===== src/rtl/alu_serial_if.sv =====
// Sequencer <-> serial ALU bus: operand/request side and result/status side.
interface alu_serial_if #(
    parameter int WIDTH = 8
);
    logic             start;
    logic [2:0]       op;
    logic             dec;
    logic [WIDTH-1:0] ai;
    logic [WIDTH-1:0] bi;
    logic             ci;
    logic [WIDTH-1:0] out;
    logic             c;
    logic             n;
    logic             z;
    logic             v;
    logic             busy;
    logic             done;

    modport master (
        output start, op, dec, ai, bi, ci,
        input  out, c, n, z, v, busy, done
    );

    modport slave (
        input  start, op, dec, ai, bi, ci,
        output out, c, n, z, v, busy, done
    );
endinterface


===== src/rtl/alu_serial.sv =====
// Registered ALU: ADC/SBC processed one 4-bit digit per clock (LSD first,
// optional BCD correction); logic and rotate ops finish in one clock.
//
// state  | meaning
// IDLE   | waiting for start
// RUN    | digits 1..NDIG-1 of ADC/SBC being processed, busy=1
// FIN    | result/flags valid, done=1; a new start is accepted here too
module alu_serial #(
    parameter int WIDTH = 8
) (
    input logic         clk,
    input logic         reset_n,
    alu_serial_if.slave bus
);
    localparam int NDIG = WIDTH / 4;
    localparam int KW   = $clog2(NDIG);

    localparam logic [1:0] S_IDLE = 2'd0;
    localparam logic [1:0] S_RUN  = 2'd1;
    localparam logic [1:0] S_FIN  = 2'd2;

    localparam logic [2:0] OP_ADC = 3'd1;
    localparam logic [2:0] OP_SBC = 3'd2;
    localparam logic [2:0] OP_ROL = 3'd3;
    localparam logic [2:0] OP_ROR = 3'd4;
    localparam logic [2:0] OP_ORA = 3'd5;
    localparam logic [2:0] OP_EOR = 3'd6;
    localparam logic [2:0] OP_AND = 3'd7;

    logic [1:0]       state;
    logic [KW-1:0]    k;
    logic [WIDTH-1:0] a_r, b_r, acc_r, out_r;
    logic             dec_r, sub_r, carry_r, c_r, v_r;

    logic             sub_live, arith_live;
    logic [4:0]       dig0;
    logic [5:0]       dk;
    logic [WIDTH-1:0] acc_next, res;
    logic             cf;

    // One digit: returns {overflow, carry_out, digit}. Overflow is taken from
    // the uncorrected binary sum so it means the same thing in both modes.
    function automatic logic [5:0] digit_calc(input logic [3:0] a, input logic [3:0] b,
                                              input logic cin, input logic dm, input logic sub);
        logic [4:0] s;
        logic [3:0] d;
        logic       co;
        s  = {1'b0, a} + {1'b0, b} + {4'b0, cin};
        d  = s[3:0];
        co = s[4];
        if (dm && !sub) begin
            if (s > 5'd9) begin
                d  = s[3:0] + 4'd6;
                co = 1'b1;
            end else begin
                co = 1'b0;
            end
        end else if (dm && sub && !s[4]) begin
            d = s[3:0] + 4'd10;
        end
        return {s[3] ^ a[3] ^ b[3] ^ s[4], co, d};
    endfunction

    // Digit 0 comes straight from the live inputs at the accepting edge.
    always_comb begin
        sub_live   = (bus.op == OP_SBC);
        arith_live = (bus.op == OP_ADC) || sub_live;
        dig0       = 5'(digit_calc(bus.ai[3:0], bus.bi[3:0] ^ {4{sub_live}},
                                   bus.ci, bus.dec, sub_live));
    end

    // Later digits come from the latched operands, selected by k.
    always_comb begin
        dk       = digit_calc(a_r[{k, 2'b00} +: 4], b_r[{k, 2'b00} +: 4] ^ {4{sub_r}},
                              carry_r, dec_r, sub_r);
        acc_next = acc_r;
        acc_next[{k, 2'b00} +: 4] = dk[3:0];
    end

    // Single-cycle ops; carry passes through unless the op is a rotate.
    always_comb begin
        res = bus.ai;
        cf  = bus.ci;
        case (bus.op)
            OP_ROL: begin
                res = {bus.ai[WIDTH-2:0], bus.ci};
                cf  = bus.ai[WIDTH-1];
            end
            OP_ROR: begin
                res = {bus.ci, bus.ai[WIDTH-1:1]};
                cf  = bus.ai[0];
            end
            OP_ORA:  res = bus.ai | bus.bi;
            OP_EOR:  res = bus.ai ^ bus.bi;
            OP_AND:  res = bus.ai & bus.bi;
            default: ;
        endcase
    end

    // Sequencer, digit pipeline and result/flag registers.
    always_ff @(posedge clk) begin
        if (!reset_n) begin
            state   <= S_IDLE;
            k       <= '0;
            a_r     <= '0;
            b_r     <= '0;
            acc_r   <= '0;
            out_r   <= '0;
            dec_r   <= 1'b0;
            sub_r   <= 1'b0;
            carry_r <= 1'b0;
            c_r     <= 1'b0;
            v_r     <= 1'b0;
        end else begin
            case (state)
                S_RUN: begin
                    carry_r <= dk[4];
                    acc_r   <= acc_next;
                    k       <= k + 1'b1;
                    if (k == KW'(NDIG - 1)) begin
                        out_r <= acc_next;
                        c_r   <= dk[4];
                        v_r   <= dk[5];
                        state <= S_FIN;
                    end
                end
                default: begin
                    if (bus.start) begin
                        a_r   <= bus.ai;
                        b_r   <= bus.bi;
                        dec_r <= bus.dec;
                        sub_r <= sub_live;
                        if (arith_live) begin
                            state   <= S_RUN;
                            k       <= KW'(1);
                            carry_r <= dig0[4];
                            acc_r   <= {{(WIDTH-4){1'b0}}, dig0[3:0]};
                        end else begin
                            state <= S_FIN;
                            out_r <= res;
                            c_r   <= cf;
                            v_r   <= 1'b0;
                        end
                    end else begin
                        state <= S_IDLE;
                    end
                end
            endcase
        end
    end

    assign bus.out  = out_r;
    assign bus.c    = c_r;
    assign bus.v    = v_r;
    assign bus.n    = out_r[WIDTH-1];
    assign bus.z    = (out_r == '0);
    assign bus.busy = (state == S_RUN);
    assign bus.done = (state == S_FIN);
endmodule


===== src/flat_wrapper.sv =====
// flat-port wrapper written by rule: the top's interface ports become plain ports
module alu_serial_flat 
#(
    parameter int WIDTH = 8
)
  (clk, reset_n, bus_start, bus_op, bus_dec, bus_ai, bus_bi, bus_ci, bus_out, bus_c, bus_n, bus_z, bus_v, bus_busy, bus_done);
  alu_serial_if #(.WIDTH(WIDTH)) bus_i ();
  input logic clk;
  input logic reset_n;
  input wire logic [$bits(bus_i.start)-1:0] bus_start;
  input wire logic [$bits(bus_i.op)-1:0] bus_op;
  input wire logic [$bits(bus_i.dec)-1:0] bus_dec;
  input wire logic [$bits(bus_i.ai)-1:0] bus_ai;
  input wire logic [$bits(bus_i.bi)-1:0] bus_bi;
  input wire logic [$bits(bus_i.ci)-1:0] bus_ci;
  output wire logic [$bits(bus_i.out)-1:0] bus_out;
  output wire logic [$bits(bus_i.c)-1:0] bus_c;
  output wire logic [$bits(bus_i.n)-1:0] bus_n;
  output wire logic [$bits(bus_i.z)-1:0] bus_z;
  output wire logic [$bits(bus_i.v)-1:0] bus_v;
  output wire logic [$bits(bus_i.busy)-1:0] bus_busy;
  output wire logic [$bits(bus_i.done)-1:0] bus_done;
  assign bus_i.start = bus_start;
  assign bus_i.op = bus_op;
  assign bus_i.dec = bus_dec;
  assign bus_i.ai = bus_ai;
  assign bus_i.bi = bus_bi;
  assign bus_i.ci = bus_ci;
  assign bus_out = bus_i.out;
  assign bus_c = bus_i.c;
  assign bus_n = bus_i.n;
  assign bus_z = bus_i.z;
  assign bus_v = bus_i.v;
  assign bus_busy = bus_i.busy;
  assign bus_done = bus_i.done;
  alu_serial #(.WIDTH(WIDTH)) u_core (.clk(clk), .reset_n(reset_n), .bus(bus_i));
endmodule

===== config.mk =====
export PLATFORM = sky130hd
export DESIGN_NAME = alu_serial_flat
export DESIGN_NICKNAME = d
export VERILOG_FILES = /design/src/rtl/alu_serial_if.sv /design/src/rtl/alu_serial.sv /design/src/flat_wrapper.sv
export SDC_FILE = /design/constraint.sdc
export NUM_CORES = 1
export LEC_CHECK = 0
export CORE_MARGIN = 2
export CORE_UTILIZATION = 50
export DETAILED_ROUTE_END_ITERATION = 12
export PLACE_DENSITY = 0.72
export REMOVE_ABC_BUFFERS = 1
export SLEW_MARGIN = 30
export SYNTH_ARGS = -nofsm -noshare
export SYNTH_HDL_FRONTEND = slang
export SYNTH_SLANG_ARGS = --single-unit

===== constraint.sdc =====
create_clock -name clk -period 4.7 [get_ports clk]
set_clock_uncertainty 0.05 [all_clocks]
set_input_delay 1.175 -clock clk [delete_from_list [all_inputs] [get_ports clk]]
set_output_delay 1.175 -clock clk [all_outputs]
set_load 0.05 [all_outputs]

# Word-level counts from Yosys, hierarchy flattened
# Index checks and enable logic that the tools add are counted.
word_totals:
  out_inout_bits: 14
  input_bits: 24
  word_cells: 102
  register_bits: 40
op_classes:
  reduce_logical: 17
  n_eq_ne: 11
  n_lt_le_gt_ge: 2
  add_sub_neg: 10
  n_shift: 4
  mux: 38
  n_bitwise: 9
op_table:
  columns: ["op", "n"]
  rows:
  - ["$mux W8", 7]
  - ["$pmux W8 S5", 1]
  - ["$mux W4", 6]
  - ["$mux W1", 18]
  - ["$shiftx A8 B4 Y4", 2]
  - ["$eq A3 B3 Y1 const B", 4]
  - ["$add A4 B4 Y5", 2]
  - ["$add A5 B1 Y5", 2]
  - ["$gt A5 B4 Y1 const B", 2]
  - ["$add A4 B3 Y4 const B", 2]
  - ["$add A4 B4 Y4 const B", 2]
  - ["$and A8 B8 Y8", 1]
  - ["$bwmux W8", 1]
  - ["$logic_not A8 Y1", 1]
  - ["$mux W2", 4]
  - ["$or A8 B8 Y8", 1]
  - ["$shift A4 B5 Y8 const A", 1]
  - ["$shiftx A4 B5 Y8", 1]
  - ["$xor A4 B4 Y4", 2]
  - ["$xor A8 B8 Y8", 1]
  - ["$eq A3 B2 Y1 const B", 2]
  - ["$logic_and A1 B1 Y1", 6]
  - ["$neg A3 Y5", 1]
  - ["$logic_not A1 Y1", 4]
  - ["13 further kinds", 17]

# Depth between registers and ports, before layout
# Gate-level depths: netlist (run 1).
depth:
  word_depth: 12
  ltp_mapped: 16
  mapped_depth_nobuf: 14

# Worst setup path before layout (run 1)
# OpenSTA, ideal clock, no wires.
synth_path:
  kind: "input -> register"
  from: "input port bus_op[2]"
  to: "register u_core.acc_r[1]"
  setup_time_ns: 0.086
  path_buffers: 2
  stages: 13
  required_ns: 4.564
  arrival_time_ns: 3.953
  setup_slack_ns: 0.610
  path_cell_list: "buf_2 -> nor3b_1 -> buf_2 -> xnor2_1 -> fa_1 -> fa_1 -> inv_1 -> or3_1 -> and4_4 -> a22oi_2 -> xnor2_1 -> a21oi_1 -> a221oi_2"
synth_between:
  elab_chain_len: 11
  word_cells_on_any_way: 22
  classes_between: "add/sub: 4; order compare: 1; eq/ne: 2; mux: 6; bitwise: 1; reduce/logical: 8"
synth_lines:
  columns: ["element", "line_no", "text"]
  rows:
  - ["from (decl)", "flat_wrapper.sv:11", "input wire logic [$bits(bus_i.op)-1:0] bus_op;"]
  - ["parallel branches: the longest is 11 deep, another holds $add A4 B4 Y5", null, null]
  - ["to (signal assigned)", "alu_serial.sv:118", "acc_r <= acc_next;"]
  - ["to (signal assigned)", "alu_serial.sv:137", "acc_r <= {{(WIDTH-4){1'b0}}, dig0[3:0]};"]
  - ["to (decl)", "alu_serial.sv:32", "logic [WIDTH-1:0] a_r, b_r, acc_r, out_r;"]
# Parallel ways; which one is timed is not known. The select of a mux whose other input is x is not followed.
# A chain may end at the register's enable or synchronous reset.

# Final worst setup path (run 1)
layout_path:
  from: "input port bus_op[1]"
  to: "register u_core.acc_r[1]"
# Same word-level chain as after synthesis.

==> results of run 1 <==
[cell usage in the layout (no fill, tap or decap), types with 2 or more instances in the layout]
cell type,n
a21o_1,4
a21oi_1,45
a21oi_2,2
a22o_1,2
a311o_1,2
a31oi_1,7
and2_1,3
buf_4,7
clkbuf_8,6
clkdlybuf4s50_1,37
dfxtp_1,38
fa_1,4
ha_1,26
inv_1,34
mux2_2,4
mux2i_1,11
mux4_2,5
nand2_1,62
nand2b_1,4
nand3_1,6
nor2_1,22
nor2b_1,2
nor3_1,9
nor3b_1,2
o211ai_1,6
o21ai_0,30
o21ai_1,2
o21ai_2,2
o31ai_1,2
or4_1,2
xnor2_1,12
xor2_1,2
xor2_2,2
[routing by layer]
metal  up-vias  GRT usage [%]  routed length (µm)
met1      1352           31.4                3420
met4         0           3.77                  61
met2        75           40.7                3590
li1       1432              -                   -
met5         -              0                   0
met3         7           3.26                 304
[where the power goes]
| part | internal (mW) | switching, mW |
|---|---|---|
| clock | 0.118 | 0.117 |
| combinational | 0.182 | 0.250 |
| sequential | 0.347 | 0.0172 |
[stage by stage]
stage | hold WS (ns) | area [µm²] | setup WS (ns) | utilization, % | power [mW]
detailed placement | 0.395 | 3510 | 0.101 | 59.0 | 0.801
CTS | 0.407 | 3610 | 0.393 | 60.6 | 1.04
floorplan | 0.382 | 3000 | 0.285 | - | 0.669
global placement | 0.392 | 3510 | 0.164 | 59.0 | 0.792
global route | 0.426 | 3610 | 0.0650 | 60.6 | 1.10
finish | 0.405 | 3610 | 0.353 | 60.6 | 1.03
[cells by family (layout without fill, tap and decap cells)]
family          Yosys count  count (layout)
simple gates            120             120
compound gates          115             115
buf+inv                  59              87
flops                    38              38
fa+ha+maj                30              30
mux                      20              20
xor+xnor                 18              18
[sequential cells by signal, summed over array words and instances, names as in the netlist]
signal and count:
u_core.a_r 8, u_core.b_r 8, u_core.bus.out 8, u_core.acc_r 6, u_core.state 2, u_core.bus.c 1
u_core.bus.v 1, u_core.carry_r 1, u_core.dec_r 1, u_core.k 1, u_core.sub_r 1
[critical path, delay by kind of cell]
family | cells | cell delay, ns
simple gates | 3 | 0.72
compound gates | 3 | 0.43
fa+ha+maj | 3 | 1.05
xor+xnor | 3 | 0.56
buf+inv | 2 | 0.57
[layout make-up]
type | count | area, µm² | area share [%]
flip-flops and latches | 38 | 761 | 21.1
multi-input cells | 303 | 2110 | 58.3
well taps | 75 | 93.8 | 2.60
inverters | 35 | 131 | 3.64
repair buffers | 44 | 423 | 11.7
clock buffers | 6 | 82.6 | 2.29
clock inverters | 2 | 12.5 | 0.347
[worst paths after layout]
check                                           startpoint  depth (start not counted)                              to  slack [ns]
worst min-delay path            u_core.b_r[2]$_SDFFE_PN0P_                          2      u_core.b_r[2]$_SDFFE_PN0P_        0.41
worst max register to register       u_core.k$_SDFFE_PN0P_                         12  u_core.bus.out[7]$_SDFFE_PN0P_        0.95
worst max-delay path                             bus_op[1]                         14    u_core.acc_r[1]$_SDFFE_PN0P_        0.35
worst min register to register  u_core.b_r[2]$_SDFFE_PN0P_                          2      u_core.b_r[2]$_SDFFE_PN0P_        0.41
==> flow_summary.toml, run 1 <==
[drt]
first_pass_iters = 5
final_antenna_net_count = 0
drc_errors = 0
via_per_inst = 5.70
first_iter_violations = 232
wirelength_mm = 7.37
num_vias = 2866
wire_per_inst_um = 14.7

[synthesis]
synth.area.top_cells = "dfxtp_1, ha_1, nand2_1"
synth_most_common_cell = "nand2_1"
synth-edff-count = 0
synth-main-ff-cell = "dfxtp_1"
synth.top_cells.by_count = "nand2_1, a21oi_1, dfxtp_1"
synth_top_area_share_pct = 24.5
synth-adder-area-share_pct = 13.1
synth_compound_area_share_pct = 22.5
synth-xor-area-share_pct = 6.30
synth_seq_cells = 38
syn_avg_cell_area_um2 = 7.75
synth_cells = 400
synth_top_family_by_area = "compound AO/OA/AOI/OAI gates"
synth_area_um2 = 3100
ys_warn_count = 0
async_flop_share_pct = 0
yosys.area_share.simple_pct = 17.4
synth_mux_area_share_pct = 8.64
synth.distinct_cells = 56
ys_seq_area_share_pct = 24.5
yosys.area.top_type = "dfxtp_1"

[die]
dieArea_um2 = 6850
coreArea_um2 = 5960
ios = 38
core.rowCount = 28
fp.dieW_um = 82.7
die_h_um = 82.7
initial_core_util_pct = 52.1

[power]
p_per_area_nw_per_um2 = 286
leakage_nw = 1.53
peakVddDrop_mv = 0.192

[timing]
final.period_utilization_pct = 92.5
rsz0062_at_grt = "no"
timing.fmax_mhz = 230
relSlewSlack_pct = 42.5
setup_tns_ns = 0
hold_violations = 0
min_period_ns = 4.35
worst_slew_pin_slew_ns = 0.861
finalSetupViolations = 0
slew_violations = 0

[worst_setup_path]
worstPathRequired_ns = 4.85
cp-end-kind = "flip-flop"
cp-start-kind = "input port"
crit_fanout = 4
slowest_delay_ns = 0.48
crit_type = "in -> reg"
cp_cell_sequence = "clkdlybuf4s50_1 > nor3b_1 > xnor2_1 > fa_1 > fa_1 > xnor2_1 > inv_1 > ha_1 > nand2_1 > and4_4 > a22oi_2 > xnor2_1 > a21oi_1 > a221oi_2"
slowest_stage = "clkdlybuf4s50_1"
crit_arrival_ns = 4.50
cpMostUsedCell = "xnor2_1"

[clock_tree]
cts_tree = "done"
clk_pin_slew_ns = 0.07
numClockSinks = 38
cts_setup_buffers = 0
insertion_delay_ns = 0.29
htreeDepth = 2
cts-buffers-inserted = 5
cts_hold_buf = 0
cts.repair.resized = 0
cts.path.max_buffers = 2
cts-root-buf = "clkbuf_8"

[run_status]
status = "finished, final reports clean"

[grt]
grt_overflow = 0
grt_pass1_wl_mm = 12.2
grt_pass1_vias = 2580
antenna_found_initial = 0
grt.total_usage_pct = 23.4
grt_start_max_net_pins = 28

[place]
hpwlAfterDp_mm = 5.80
port_buffers = 37
place_inst = 495
place.gp.congestion = 0.849

[layout]
num-nets-final = 481
drive_above_1_share_pct = 8.88
n_antenna_cell = 0
area_growth_pct = 16.4
nFillCells = 573
stdcell_count = 503

[job]
maxCapViolations = 0

[worst_hold_path]
hold_path.class = "reg -> reg"
Power figures use the tool's default switching activity.
==> run 2: changes to the inputs <==
CAP_MARGIN = 25   (was not set)
MAX_ROUTING_LAYER = met4   (was not set)
==> run 2 against run 1 <==
Worst setup slack got worse by 0.0077 ns. Combinational power barely moved. Via count down 0.45%. Design area unchanged. Register-to-register slack better by 0.02 ns. Critical path depth fell by 2. Sequential share of layout area unchanged. Non-clock buffer count unchanged. Global-route usage increased by 0.68 points. Critical path type unchanged. Critical endpoint unchanged.
==> flow_summary.toml, run 2 (synthesis results as in run 1) <==
[drt]
drc_errors = 0
wire_per_inst_um = 14.8
wirelength_mm = 7.46
highest_layer = "met4"
first_pass_iters = 5
first_iter_violations = 199
num_vias = 2853
drt-met1-wl_mm = 3.47
final_antenna_net_count = 0
via_per_inst = 5.67
wl_met2_mm = 3.65
wl_met3_um = 282

[worst_setup_path]
crit_fanout = 4
reg2reg_depth = 12
reg2reg_from = "u_core.k$_SDFFE_PN0P_"
cp-end-kind = "flip-flop"
cp-start-kind = "input port"
cpLargestDelayFamily = "simple AND/OR/NAND/NOR gates"
r2r_end = "u_core.bus.out[7]$_SDFFE_PN0P_"
crit_arrival_ns = 4.51
worst-r2r-setup-slack_ns = 0.97
slowest_delay_ns = 0.52
worstPathRequired_ns = 4.85
cp_num_buf_inv = 2
crit_type = "in -> reg"
slowest_stage = "fa_1"
cp_cell_sequence = "clkdlybuf4s50_1 > nor3b_1 > xnor2_1 > fa_1 > fa_1 > inv_1 > or3_1 > and4_4 > a22oi_2 > xnor2_1 > a21oi_1 > a221oi_2"

[layout]
area_growth_pct = 16.4
layout_common_cells = "nand2_1, a21oi_1, dfxtp_1"
n_antenna_cell = 0
layout_commonest_cell = "nand2_1"
num-nets-final = 481
drive_above_1_share_pct = 8.88

[clock_tree]
insertion_delay_ns = 0.29
numClockSinks = 38
cts_hold_buf = 0
cts_tree = "done"
cts.repair.resized = 0
cts_setup_buffers = 0
cts-root-buf = "clkbuf_8"
htreeDepth = 2
cts-buffers-inserted = 5
cts.path.max_buffers = 2
clk_pin_slew_ns = 0.07

[timing]
setup_ws_ns = 0.345
setup_tns_ns = 0
slew_violations = 0
rsz0062_at_grt = "no"
worst_slew_pin_slew_ns = 0.901
relSlewSlack_pct = 39.8
finalSetupViolations = 0
hold_violations = 0
final.period_utilization_pct = 92.7
timing.fmax_mhz = 230
min_period_ns = 4.36

[power]
p_switching_mw = 0.385
peakVddDrop_mv = 0.193
clkPwrFrac_pct = 22.8
p_per_area_nw_per_um2 = 286
leakage_nw = 1.53
intPower_mw = 0.647
seq_power_share_pct = 35.3
switching_share_pct = 37.3
combPwrFrac_pct = 41.9

[die]
fp.dieW_um = 82.7
coreArea_um2 = 5960
ios = 38
die_h_um = 82.7
initial_core_util_pct = 52.1
dieArea_um2 = 6850
core.rowCount = 28

[place]
place.gp.congestion = 0.863
pre_cts_ws_ns = 0.101
hpwlAfterDp_mm = 5.80
port_buffers = 37

[worst_hold_path]
min_to = "u_core.b_r[2]$_SDFFE_PN0P_"
hold_path.class = "reg -> reg"
worstHoldStart = "u_core.b_r[2]$_SDFFE_PN0P_"
hold_depth = 2

[grt]
grt_start_max_net_pins = 28
grt_pass1_wl_mm = 12.2
grt.total_usage_pct = 24.1
grt_overflow = 0
antenna_found_initial = 0
grt_pass1_vias = 2585

[run_status]
status = "finished, final reports clean"

[job]
maxCapViolations = 0
-- run 2: cell counts in the layout (fill, tap and decap cells not counted) --
No cell type changed its count.
-- run 2: how the worst max path moves through the flow --
stage	start	to	slack, ns	cells after the start
floorplan	bus_op[2]	u_core.acc_r[1]$_SDFFE_PN0P_	0.28	11
global placement	bus_op[1]	u_core.acc_r[2]$_SDFFE_PN0P_	0.16	14
detailed placement	bus_op[1]	u_core.acc_r[1]$_SDFFE_PN0P_	0.10	14
CTS	bus_op[1]	u_core.acc_r[1]$_SDFFE_PN0P_	0.39	14
global route	bus_op[1]	u_core.acc_r[3]$_SDFFE_PN0P_	0.06	14
finish	bus_op[1]	u_core.acc_r[1]$_SDFFE_PN0P_	0.34	12
-- run 2: layout make-up --
class / count / area (µm²)
Clock buffer: 6 / 82.6
Clock inverter: 2 / 12.5
Fill cell: 573 / 2350
Inverter: 35 / 131
Multi-Input combinational cell: 303 / 2110
Sequential cell: 38 / 761
Tap cell: 75 / 93.8
Timing Repair Buffer: 44 / 423
-- run 2: tightest hold or removal path, cell delays in order (launching register included) --
cell     delay, ns
dfxtp_1       0.31
nand2_1       0.05
a21oi_1       0.05
-- run 2: metrics by stage --
| stage | total power [mW] | cells | area (µm²) | hold WS, ns | util, % |
|---|---|---|---|---|---|
| floorplan | 0.669 | 376 | 3000 | 0.382 | - |
| global placement | 0.792 | 495 | 3510 | 0.392 | 59.0 |
| detailed placement | 0.801 | 495 | 3510 | 0.395 | 59.0 |
| CTS | 1.04 | 503 | 3610 | 0.407 | 60.6 |
| global route | 1.10 | 503 | 3610 | 0.426 | 60.6 |
| finish | 1.03 | 503 | 3610 | 0.405 | 60.6 |
-- run 2: layer usage --
metal	vias to the layer above	track usage [%]
met5	-	-
li1	1430	-
met1	1349	31.4
met4	0	3.77
met3	5	3.26
met2	69	40.8
-- run 2: power groups by stage --
stage / logic (mW) / clock network (mW) / registers, mW
2_1_floorplan: 0.266 / 0 / 0.403
3_3_place_gp: 0.422 / 0 / 0.370
3_5_place_dp: 0.429 / 0 / 0.372
4_1_cts: 0.431 / 0.242 / 0.364
5_1_grt: 0.476 / 0.257 / 0.368
6_report: 0.433 / 0.235 / 0.364
